==> config.mk <==
export PLATFORM = sky130hd
export DESIGN_NAME = shell_hit_detector
export DESIGN_NICKNAME = d
export VERILOG_FILES = /design/src/rtl/tank_pkg.sv /design/src/rtl/hit_counter.sv /design/src/rtl/shell_hit_detector.sv
export SDC_FILE = /design/constraint.sdc
export NUM_CORES = 1
export LEC_CHECK = 0
export ABC_AREA = 1
export CAP_MARGIN = 10
export CORE_UTILIZATION = 44
export DETAILED_ROUTE_END_ITERATION = 16
export PLACE_DENSITY = 0.94
export SETUP_SLACK_MARGIN = 0.2
export SLEW_MARGIN = 30
export SYNTH_ARGS = -nofsm -noshare
export SYNTH_HDL_FRONTEND = slang
export SYNTH_SLANG_ARGS = --single-unit
==> constraint.sdc <==
create_clock -name clk -period 3.37 [get_ports clk]
set_input_delay 0.674 -clock clk [delete_from_list [all_inputs] [get_ports clk]]
set_output_delay 0.674 -clock clk [all_outputs]
set_load 0.02 [all_outputs]
==> src/rtl/tank_pkg.sv <==
// Shared types and constants for the tank game datapath.
//   coord_t      : 6-bit cell coordinate
//   dir_t        : movement direction
//   MAP_*_DEF    : default playfield size
//   NUM_SHELLS   : shells per tank; slots 0..4 belong to tank 1, 5..9 to tank 2
//   eval_t       : one scan slot as carried from ISSUE into EVAL
package tank_pkg;
  typedef logic [5:0] coord_t;

  typedef enum logic [2:0] {
    UP    = 3'd0,
    DOWN  = 3'd1,
    LEFT  = 3'd2,
    RIGHT = 3'd3,
    STAND = 3'd4
  } dir_t;

  localparam int MAP_W_DEF   = 40;
  localparam int MAP_H_DEF   = 30;
  localparam int HIT_MAX_DEF = 7;
  localparam int NUM_SHELLS  = 5;
  localparam int NUM_SLOTS   = 2 * NUM_SHELLS;

  typedef logic [6*NUM_SHELLS-1:0] shell_pos_t;

  typedef struct packed {
    logic       t2;   // owner is tank 2
    logic [2:0] k;    // shell number within owner
    logic [3:0] idx;  // global slot 0..9
    coord_t     x;
    coord_t     y;
  } eval_t;

  // Shell k of a packed position bus lives at [6k+5:6k].
  function automatic coord_t shell_coord(input shell_pos_t v, input logic [2:0] k);
    return v[6*k +: 6];
  endfunction
endpackage

==> src/rtl/hit_counter.sv <==
// Saturating hit counter.
//   clk, rst : clock, async active-high reset
//   inc      : count one hit this cycle
//   count    : running total, sticks at MAX
module hit_counter
  import tank_pkg::*;
#(
  parameter int MAX = HIT_MAX_DEF
) (
  input  logic       clk,
  input  logic       rst,
  input  logic       inc,
  output logic [2:0] count
);
  localparam logic [2:0] MAX_C = 3'(MAX);

  always_ff @(posedge clk or posedge rst)
    if (rst)                         count <= '0;
    else if (inc && (count != MAX_C)) count <= count + 3'd1;
endmodule

==> src/rtl/shell_hit_detector.sv <==
// Round-robin shell collision checker.
//   ISSUE: one slot per enabled cycle, wall-map address driven from its position.
//   EVAL : next cycle, wall data returns; decide out-of-bounds > wall > tank.
//   OUT  : registered one-cycle vanish / hit pulses, two cycles after issue.
// Ports:
//   clk, rst                 clock, async active-high reset
//   enable                   scan enable; low flushes EVAL and freezes idx
//   shell_{1,2}_{x,y}_pos    packed shell positions, valid_{1,2}_shell (1 = idle)
//   tank_{1,2}_{x,y}_pos     tank cells
//   wall_rd_x/y, wall_rd_data  wall map, data one cycle after address
//   vanish_{1,2}             per-shell vanish pulse
//   hit_{1,2}, hit_count_{1,2}  tank struck pulse and saturating totals
module shell_hit_detector
  import tank_pkg::*;
#(
  parameter int MAP_W   = MAP_W_DEF,
  parameter int MAP_H   = MAP_H_DEF,
  parameter int HIT_MAX = HIT_MAX_DEF
) (
  input  logic        clk,
  input  logic        rst,
  input  logic        enable,
  input  logic [29:0] shell_1_x_pos,
  input  logic [29:0] shell_1_y_pos,
  input  logic [29:0] shell_2_x_pos,
  input  logic [29:0] shell_2_y_pos,
  input  logic [4:0]  valid_1_shell,
  input  logic [4:0]  valid_2_shell,
  input  logic [5:0]  tank_1_x_pos,
  input  logic [5:0]  tank_1_y_pos,
  input  logic [5:0]  tank_2_x_pos,
  input  logic [5:0]  tank_2_y_pos,
  output logic [5:0]  wall_rd_x,
  output logic [5:0]  wall_rd_y,
  input  logic        wall_rd_data,
  output logic [4:0]  vanish_1,
  output logic [4:0]  vanish_2,
  output logic        hit_1,
  output logic        hit_2,
  output logic [2:0]  hit_count_1,
  output logic [2:0]  hit_count_2
);
  localparam coord_t MW = coord_t'(MAP_W);
  localparam coord_t MH = coord_t'(MAP_H);

  logic [3:0]           idx;
  logic [3:0]           idx_m5;
  eval_t                iss, ev;
  logic                 ev_vld;
  logic                 iss_idle, ev_idle;
  logic [NUM_SLOTS-1:0] done;   // slots already vanished this pass
  coord_t               opp_x, opp_y;
  logic                 go, oob, wall, tank, van, tank_hit;
  logic [4:0]           oh;

  // ISSUE: decode slot and fetch its position
  always_comb begin
    idx_m5   = idx - 4'd5;
    iss.idx  = idx;
    iss.t2   = (idx >= 4'd5);
    iss.k    = iss.t2 ? idx_m5[2:0] : idx[2:0];
    iss.x    = iss.t2 ? shell_coord(shell_2_x_pos, iss.k) : shell_coord(shell_1_x_pos, iss.k);
    iss.y    = iss.t2 ? shell_coord(shell_2_y_pos, iss.k) : shell_coord(shell_1_y_pos, iss.k);
    iss_idle = iss.t2 ? valid_2_shell[iss.k] : valid_1_shell[iss.k];
  end

  // Address goes out even for out-of-range shells; EVAL ignores that data.
  assign wall_rd_x = rst ? '0 : iss.x;
  assign wall_rd_y = rst ? '0 : iss.y;

  always_ff @(posedge clk or posedge rst)
    if (rst) begin
      idx    <= '0;
      ev_vld <= 1'b0;
      ev     <= '0;
    end else if (enable) begin
      idx    <= (idx == 4'd9) ? 4'd0 : idx + 4'd1;
      ev_vld <= !iss_idle;
      ev     <= iss;
    end else begin
      ev_vld <= 1'b0;
    end

  // EVAL: shell may have gone idle since issue, so the live valid bit is rechecked.
  always_comb begin
    ev_idle  = ev.t2 ? valid_2_shell[ev.k] : valid_1_shell[ev.k];
    opp_x    = ev.t2 ? tank_1_x_pos : tank_2_x_pos;
    opp_y    = ev.t2 ? tank_1_y_pos : tank_2_y_pos;
    go       = enable && ev_vld && !ev_idle && !done[ev.idx];
    oob      = (ev.x >= MW) || (ev.y >= MH);
    wall     = !oob && wall_rd_data;
    tank     = !oob && !wall && (ev.x == opp_x) && (ev.y == opp_y);
    van      = go && (oob || wall || tank);
    tank_hit = go && tank;
    oh       = '0;
    oh[ev.k] = van;
  end

  always_ff @(posedge clk or posedge rst)
    if (rst) begin
      vanish_1 <= '0;
      vanish_2 <= '0;
      hit_1    <= 1'b0;
      hit_2    <= 1'b0;
      done     <= '0;
    end else begin
      vanish_1 <= ev.t2 ? 5'd0 : oh;
      vanish_2 <= ev.t2 ? oh : 5'd0;
      hit_1    <= tank_hit && ev.t2;
      hit_2    <= tank_hit && !ev.t2;
      if (enable) done[idx]    <= 1'b0;
      if (van)    done[ev.idx] <= 1'b1;
    end

  hit_counter #(.MAX(HIT_MAX)) u_cnt_1 (
    .clk(clk), .rst(rst), .inc(tank_hit && ev.t2),  .count(hit_count_1)
  );
  hit_counter #(.MAX(HIT_MAX)) u_cnt_2 (
    .clk(clk), .rst(rst), .inc(tank_hit && !ev.t2), .count(hit_count_2)
  );
endmodule

## After elaboration in Yosys (flattened, before gate mapping)

Index checks and enable logic that the tools add are counted.

| operators by class | value |
|---|---|
| $add $sub $neg | 4 |
| multipliers | 1 |
| div/mod/pow operators | 0 |
| magnitude comparators | 10 |
| equal/unequal tests | 5 |
| shift-type cells | 4 |
| multiplexer cells | 31 |
| bitwise logic cells | 4 |
| reductions and logical operators | 25 |

Operator list:

| cell | count |
|---|---|
| 30-bit by 7-bit indexed part select with 6-bit output | 4 |
| 6-bit two-way mux | 6 |
| 10-bit two-way mux | 2 |
| 1-bit logical AND | 16 |
| 1-bit binary-select mux with 3-bit select | 4 |
| 6-bit equality test | 2 |
| 1-bit two-way mux | 11 |
| 10-bit AND | 1 |
| 4-bit by 5-bit < comparator with 1-bit output (second input constant) | 2 |
| 5-bit two-way mux | 2 |
| 10-bit NOT | 1 |
| 10-bit OR | 1 |
| 1-bit demux with 4-bit select | 2 |
| 4-bit by 1-bit >= comparator with 1-bit output (second input constant) | 2 |
| 3-bit by 4-bit < comparator with 1-bit output (second input constant) | 2 |
| 3-bit by 1-bit adder with 3-bit output (second input constant) | 2 |
| 6-bit by 5-bit >= comparator with 1-bit output (second input constant) | 1 |
| 6-bit >= comparator (second input constant) | 1 |
| 1-bit zero test | 6 |
| 3-bit inequality test (second input constant) | 2 |
| 5-bit AND | 1 |
| 2-bit by 3-bit multiplier with 5-bit output (first input constant) | 1 |
| 4-bit by 1-bit adder with 4-bit output (second input constant) | 1 |
| 1-bit binary-select mux with 4-bit select | 1 |
| other kinds (8) | 10 |

| storage, ports and cells | value |
|---|---|
| flip-flop bits (word level) | 53 |
| latch bits | 0 |
| bits in writable memories | 0 |
| memory bits (read-only) | 0 |
| input port bits | 158 |
| output and inout bits | 30 |
| logic and storage cells | 98 |
| memories kept | 0 |

## Depth between registers and ports, before layout

Gate-level depths: netlist (run 1).

| logic depth | value |
|---|---|
| word-level depth | 12 |
| mapped depth | 16 |
| gate-level depth less buffers | 14 |

## By module

From an unflattened synthesis (run 1), not the netlist that was laid out.

| unflattened totals | value |
|---|---|
| cells, all modules | 785 |
| area, all modules | 4531.8 µm² |

Modules (own cells, without submodules):

| module | instances | cells an instance | area an instance (µm²) | seq. area each (µm²) |
|---|---|---|---|---|
| shell_hit_detector | 1 | 749 | 4221.5 | 1176.1 |
| hit_counter | 2 | 18 | 155.1 | 75.1 |

## Worst setup path after synthesis (run 1)

No wires, ideal clock.

| path | value |
|---|---|
| kind | reg-to-output |
| start point | register idx[0] |
| end point | output port wall_rd_x[5] |
| arrival | 2.604 ns |
| required time | 2.696 ns |
| slack | 0.092 ns |
| cell stages (with the launch flop) | 15 |
| buffers on the path | 4 |
| path through | dfrtp_1 -> inv_1 -> buf_1 -> clkbuf_1 -> ha_1 -> inv_1 -> a21oi_2 -> nand2_2 -> buf_6 -> o21ai_4 -> nor2_1 -> buf_4 -> nand2_1 -> nand3_1 -> nor2_1 |

| between the ends | value |
|---|---|
| word-level cells in the longest chain between the ends | 6 |
| elaborated cells between the ends (all ways) | 8 |
| classes of those cells | add/sub (1); mul (1); order compare (1); shift (2); mux (3) |

Ends and longest elaborated chain:

| element | line | source |
|---|---|---|
| from (decl) | shell_hit_detector.sv:46 | `logic [3:0] idx;` |
| from (signal assigned) | shell_hit_detector.sv:77 | `idx <= (idx == 4'd9) ? 4'd0 : idx + 4'd1;` |
| 4-bit by 3-bit >= comparator with 1-bit output or 3-bit subtractor (tied branches) | shell_hit_detector.sv:60, shell_hit_detector.sv:58 |  |
| 3-bit two-way mux | shell_hit_detector.sv:61 | `iss.k = iss.t2 ? idx_m5[2:0] : idx[2:0];` |
| 2-bit by 3-bit multiplier with 5-bit output | tank_pkg.sv:36 | `return v[6*k +: 6];` |
| 30-bit by 7-bit indexed part select with 6-bit output | tank_pkg.sv:36 |  |
| 6-bit two-way mux (*) | shell_hit_detector.sv:62 | `iss.x = iss.t2 ? shell_coord(shell_2_x_pos, iss.k) : shell_coord(shell_1_x_pos, iss.k);` |
| 6-bit two-way mux (*) | shell_hit_detector.sv:68 | `assign wall_rd_x = rst ? '0 : iss.x;` |
| to (decl) | shell_hit_detector.sv:33 | `output logic [5:0] wall_rd_x,` |

Mark *: on every way between the ends. The rest lies on a longest branch, timed or not.

## Worst setup path after layout (run 1)

| path | value |
|---|---|
| start point | register idx[0] |
| end point | output port wall_rd_y[1] |

| between the ends | value |
|---|---|
| word-level cells in the longest chain between the ends | 6 |
| elaborated cells between the ends (all ways) | 8 |
| classes of those cells | add/sub (1); mul (1); order compare (1); shift (2); mux (3) |

Ends and longest elaborated chain:

| element | line | source |
|---|---|---|
| 4-bit by 3-bit >= comparator with 1-bit output or 3-bit subtractor (tied branches) | shell_hit_detector.sv:60, shell_hit_detector.sv:58 |  |
| 3-bit two-way mux | shell_hit_detector.sv:61 |  |
| 2-bit by 3-bit multiplier with 5-bit output | tank_pkg.sv:36 |  |
| 30-bit by 7-bit indexed part select with 6-bit output | tank_pkg.sv:36 |  |
| 6-bit two-way mux (*) | shell_hit_detector.sv:63 | `iss.y = iss.t2 ? shell_coord(shell_2_y_pos, iss.k) : shell_coord(shell_1_y_pos, iss.k);` |
| 6-bit two-way mux (*) | shell_hit_detector.sv:69 | `assign wall_rd_y = rst ? '0 : iss.y;` |
| to (decl) | shell_hit_detector.sv:34 | `output logic [5:0] wall_rd_y,` |

Marked as above.

==> results of run 1 <==
-- through the flow --
step / setup TNS (ns) / util / std cells
2_1_floorplan: 0 / - / 735
4_1_cts: 0 / 0.664 / 1048
3_5_place_dp: -0.101 / 0.658 / 1040
3_3_place_gp: 0 / 0.658 / 1040
6_report: 0 / 0.690 / 1058
5_1_grt: 0 / 0.690 / 1058
-- registers in the layout (all words and copies together), names as in the netlist --
register       cells
done              10
ev                20
ev_vld             1
hit_1              1
hit_2              1
idx                4
u_cnt_1.count      3
u_cnt_2.count      3
vanish_1           5
vanish_2           5
-- kinds of logic after synthesis --
group / Yosys count / synth area share
compound gates: 65 / 0.0856
fa+ha+maj: 8 / 0.0229
buf+inv: 87 / 0.0916
flops: 53 / 0.304
simple gates: 522 / 0.496
-- layout by cell type (no fill, tap or decap), types with 6 or more instances in the layout --
cell | synthesis | layout
ha_1 | 8 | 6
o22ai_1 | 24 | 24
clkdlybuf4s50_1 | 0 | 175
buf_4 | 5 | 27
o21ai_0 | 30 | 30
nand2_2 | 9 | 11
nor2_4 | 2 | 6
buf_2 | 10 | 6
nor2_1 | 132 | 125
dfrtp_1 | 53 | 53
nand4_1 | 28 | 28
nand2_1 | 286 | 282
inv_1 | 46 | 43
nor3_1 | 7 | 7
nand3_1 | 52 | 51
-- power groups by stage --
| stage | clock network, uW | registers (uW) | logic [uW] |
|---|---|---|---|
| detailed placement | 0 | 1060 | 3430 |
| floorplan | 0 | 950 | 2480 |
| global placement | 0 | 1050 | 3370 |
| CTS | 352 | 1040 | 3390 |
| global route | 381 | 1090 | 4300 |
| finish | 356 | 1060 | 3910 |
-- timing repair --
action | CTS | global route
resized for setup | 52 | 41
pin swaps | 0 | 4
setup endpoints to repair | 12 | 12
cloned | 0 | 2
buffers inserted | 0 | 8
-- path summary, 6_finish.rpt --
check                       start            to  slack, ns
max                        idx[0]  wall_rd_y[1]       0.30
max reg2reg                ev[19]   vanish_1[3]       1.10
min                         ev[8]         ev[8]       0.52
min in group asynchronous     rst        idx[1]       1.20
min reg2reg                 ev[8]         ev[8]       0.52
max in group asynchronous     rst        ev[18]       1.56
-- final cells by class --
type	instances	area (sq um)	share of cell area
multi-input cells	595	2750	0.412
flip-flops and latches	53	1330	0.198
repair buffers	217	2140	0.320
clock buffers	7	76.3	0.0114
inverters	52	216	0.0324
well taps	133	166	0.0249
clock inverters	1	7.51	0.00112
-- per-layer routing --
metal | routed length (um) | share of wire | vias to the layer above
met5 | 0 | 0 | -
met4 | 618 | 0.041 | 0
met3 | 1090 | 0.072 | 54
met2 | 7350 | 0.49 | 289
met1 | 6050 | 0.40 | 2495
li1 | - | - | 2729
-- critical path, stage by stage (launching register included) --
cell and delay [ns]:
dfrtp_1 0.43, inv_2 0.10, ha_4 0.15, inv_1 0.07, a21oi_4 0.21, nand2_8 0.13, inv_8 0.09, nand2_8 0.08
buf_12 0.17, nor2_1 0.11, nor2_1 0.05, nand2_1 0.07, nand2_1 0.08, nand3_1 0.11, nor2_1 0.04, buf_2 0.18
==> results.txt, run 1 <==
fmax = 326 MHz
met3 Track Usage GR = 0.0393
global route total overflow = 0
Synth Area per Inst = 5.94 sq um
clock share of power = 0.067
final hold vios = 0
Residual DRC = 0
Synth Cell Area = 4370 sq um
first-pass GRT wire length = 23100 um
fraction of layout instances using a drive strength above 1 = 0.0951
row count = 36
slew at the pin with the worst max-slew slack = 0.722 ns
Pre-Repair DR Iteration Count = 8
Setup Skew = 0.0118 ns
GRT met1 Usage = 0.356
Mapped Cells = 735
CTS root buf = clkbuf_8
leading area contributor after synthesis = dfrtp_1
RSZ-0062 raised after global routing = yes
crit path kind = reg -> out
count of cell types in the netlist = 30
Crit. End Element = primary output
placed cell area = 6380 sq um
FF-to-FF path depth = 13
Clk Latency, worst-skew pair = 0.32 ns
fin crit share = 0.910
top post-synthesis cells by area = dfrtp_1 30%, nand2_1 25%, nor2_1 11%
die area = 10300 sq um
number of synthesized flops with an enable pin = 0
Placer Congestion = 0.977
hold depth = 2
met2 Usage GRT = 0.496
crit path launch type = flop
CTS tree = done
fin. max-slew vios = 0
DR vias = 5567
hold_buf cts = 0
Antenna Cells = 0
die width = 102 um
sequential power share = 0.199
H-tree depth = 2
gr busiest metal = met2
Routed WL per cell = 14.3 um
crit path DAT = 2.39 ns
Post-synth ARST share = 1.00
Final nets = 1090
vias in the first global route = 4996
Synth Flop Type = dfrtp_1
routed vias/inst = 5.26
largest net degree at the start of global routing = 34
total power = 5330 uW
Int Power = 2480 uW
most frequent cell after synthesis = nand2_1
Sw Ratio = 0.535
placed wire-length estimate = 11600 um
worst-path fanout max = 10
worst vdd ir = 0.000475 V
CTS Buf Count = 5
pre-CTS setup slack = -0.0221 ns
worst setup margin = 0.302 ns
synth warn = 0
FF+latch count, synth = 53
Longest Clk Path Bufs = 2
Synth top area share = 0.304
Tot GR Track Use = 0.287
part of the Yosys area used for sequential elements = 0.304
DRT iter0 DRCs = 484
Fillers = 761
leak pwr = 0.00329 uW
I/O pin cnt = 188
Core Box Area = 9680 sq um
Net Sw Power = 2850 uW
relative max-transition margin = 0.519
max cap viols = 0
Final Cell Area = 6680 sq um
clock transition at the registers of the reported paths = 0.10 ns
outcome = completed
Worst Path Required = 2.70 ns
WL final = 15100 um
Synth top cells by count = 286 x nand2_1, 132 x nor2_1, 53 x dfrtp_1
post-route ant nets = 0
combinational power share = 0.734
final setup fails = 0
Area Growth Syn to Fin = 53.0%
syn_nets = 901
IO buf count = 187
Hold WC Path Type = reg -> reg
Pwr Density = 797 nW/um^2
die height = 102 um
clk sinks = 53
Hold WS = 0.524 ns
antenna violations before repair = 0
Tmin final = 3.07 ns
initial core utilization = 0.451
No activity file was read; power rests on OpenSTA's default activity.
==> run 2: changes to the inputs <==
--- a/config.mk
+++ b/config.mk
@@ -9,7 +9,9 @@
 export CAP_MARGIN = 10
 export CORE_UTILIZATION = 44
 export DETAILED_ROUTE_END_ITERATION = 16
+export GPL_TIMING_DRIVEN = 1
 export PLACE_DENSITY = 0.94
+export RECOVER_POWER = 25
 export SETUP_SLACK_MARGIN = 0.2
 export SLEW_MARGIN = 30
 export SYNTH_ARGS = -nofsm -noshare
==> results.txt, run 2 (same netlist as run 1, synthesis figures left out) <==
fin. max-slew vios = 0
Worst Path Required = 2.70 ns
CTS tree = done
die width = 102 um
die height = 102 um
Routed WL per cell = 14.3 um
post-route ant nets = 0
largest net degree at the start of global routing = 34
IO buf count = 187
most common cell after layout, fill and taps aside = nand2_1
die area = 10300 sq um
clk sinks = 53
Final Cell Area = 6680 sq um
clock transition at the registers of the reported paths = 0.10 ns
Placed Cells incl. Taps = 1040
Longest Clk Path Bufs = 2
Final nets = 1090
fmax = 326 MHz
initial core utilization = 0.451
crit path DAT = 2.40 ns
final setup fails = 0
RSZ-0062 raised after global routing = yes
Tot GR Track Use = 0.287
pre-CTS setup slack = -0.0221 ns
CTS Buf Count = 5
max cap viols = 0
Pre-Repair DR Iteration Count = 7
Hold WC Path Type = reg -> reg
final hold vios = 0
final core utilization = 0.690
DRT iter0 DRCs = 494
DR vias = 5593
largest register by flop count = ev
fraction of layout instances using a drive strength above 1 = 0.0930
Clk Latency, worst-skew pair = 0.32 ns
crit path launch type = flop
fin crit share = 0.911
setup slack, reg-to-reg = 1.10 ns
Core Box Area = 9680 sq um
Non-Filler Instances = 1058
leak pwr = 0.00329 uW
number of flip-flops in the largest register = 20
Area Growth Syn to Fin = 52.9%
Residual DRC = 0
WL final = 15100 um
row count = 36
relative max-transition margin = 0.184
global route total overflow = 0
Setup Skew = 0.0120 ns
Regs by FF count = ev x20, done x10
routed vias/inst = 5.29
placed wire-length estimate = 11600 um
placed cell area = 6380 sq um
crit path kind = reg -> out
total power = 5330 uW
Antenna Cells = 0
Tmin final = 3.07 ns
worst vdd ir = 0.000474 V
worst setup margin = 0.298 ns
CTS root buf = clkbuf_8
Crit. End Element = primary output
Placer Congestion = 0.977
outcome = completed
slew at the pin with the worst max-slew slack = 1.22 ns
first-pass GRT wire length = 23100 um
vias in the first global route = 4996
I/O pin cnt = 188
H-tree depth = 2
antenna violations before repair = 0
worst-path fanout max = 10
commonest cells after routing, fill and taps aside = 282 x nand2_1, 173 x clkdlybuf4s50_1, 125 x nor2_1
Pwr Density = 798 nW/um^2
run 2: cell types whose count changed in the layout (fill, tap and decap cells not counted), sizes merged:
cell | before | now
clkbuf | 10 | 11
buf | 39 | 38
clkdlybuf4s50 | 175 | 173
dlygate4sd3 | 0 | 2
run 2: through the flow:
stage	hold WS, ns	setup TNS [ns]
after detailed placement	0.501	-0.101
after floorplan	0.470	0
after CTS	0.522	0
final	0.522	0
after global routing	0.540	0
after global placement	0.484	0
run 2: metal layers:
metal / share of wire / vias to the layer above / GRT usage
li1: - / 2726 / -
met1: 0.40 / 2522 / 0.356
met2: 0.49 / 301 / 0.496
met3: 0.073 / 44 / 0.0393
met4: 0.035 / 0 / 0.128
met5: 0 / - / 0
run 2: worst paths after layout:
kind	startpoint	end	cells after the start
max	idx[0]	wall_rd_y[1]	15
min	ev[8]	ev[8]	2
max reg2reg	ev[19]	vanish_1[3]	13
min reg2reg	ev[8]	ev[8]	2
max in group asynchronous	rst	ev[18]	3
min in group asynchronous	rst	idx[1]	2
run 2: where the power goes:
part / total (uW) / leakage [uW] / switching (uW) / internal, uW
combinational: 3910 / 0.00256 / 2410 / 1510
sequential: 1060 / 0.000693 / 241 / 819
clock: 356 / 0.0000385 / 208 / 147
total: 5330 / 0.00329 / 2850 / 2470
run 2: what timing repair did:
item | 4_1_cts | 5_1_grt
setup buffers | 0 | 8
hold buffers | 0 | 0
pin swaps | 0 | 4
endpoints found under the hold margin | 0 | 0
cloned | 0 | 2
setup endpoints to repair | 12 | 12
resized for setup | 52 | 41
run 2: layout make-up:
class / instances / area, sq um
Multi-Input combinational cell: 595 / 2750
Clock inverter: 1 / 7.51
Timing Repair Buffer: 217 / 2130
Clock buffer: 7 / 76.3
Inverter: 52 / 216
Fill cell: 763 / 3000
Tap cell: 133 / 166
Sequential cell: 53 / 1330
run 2: worst max-delay path, stage by stage, from the launching register on:
cell and delay, ns:
dfrtp_1 0.43, inv_2 0.10, ha_4 0.15, inv_1 0.07
a21oi_4 0.21, nand2_8 0.13, inv_8 0.09, nand2_8 0.08
buf_12 0.17, nor2_1 0.11, nor2_1 0.06, nand2_1 0.07
nand2_1 0.08, nand3_1 0.11, nor2_1 0.04, buf_2 0.18
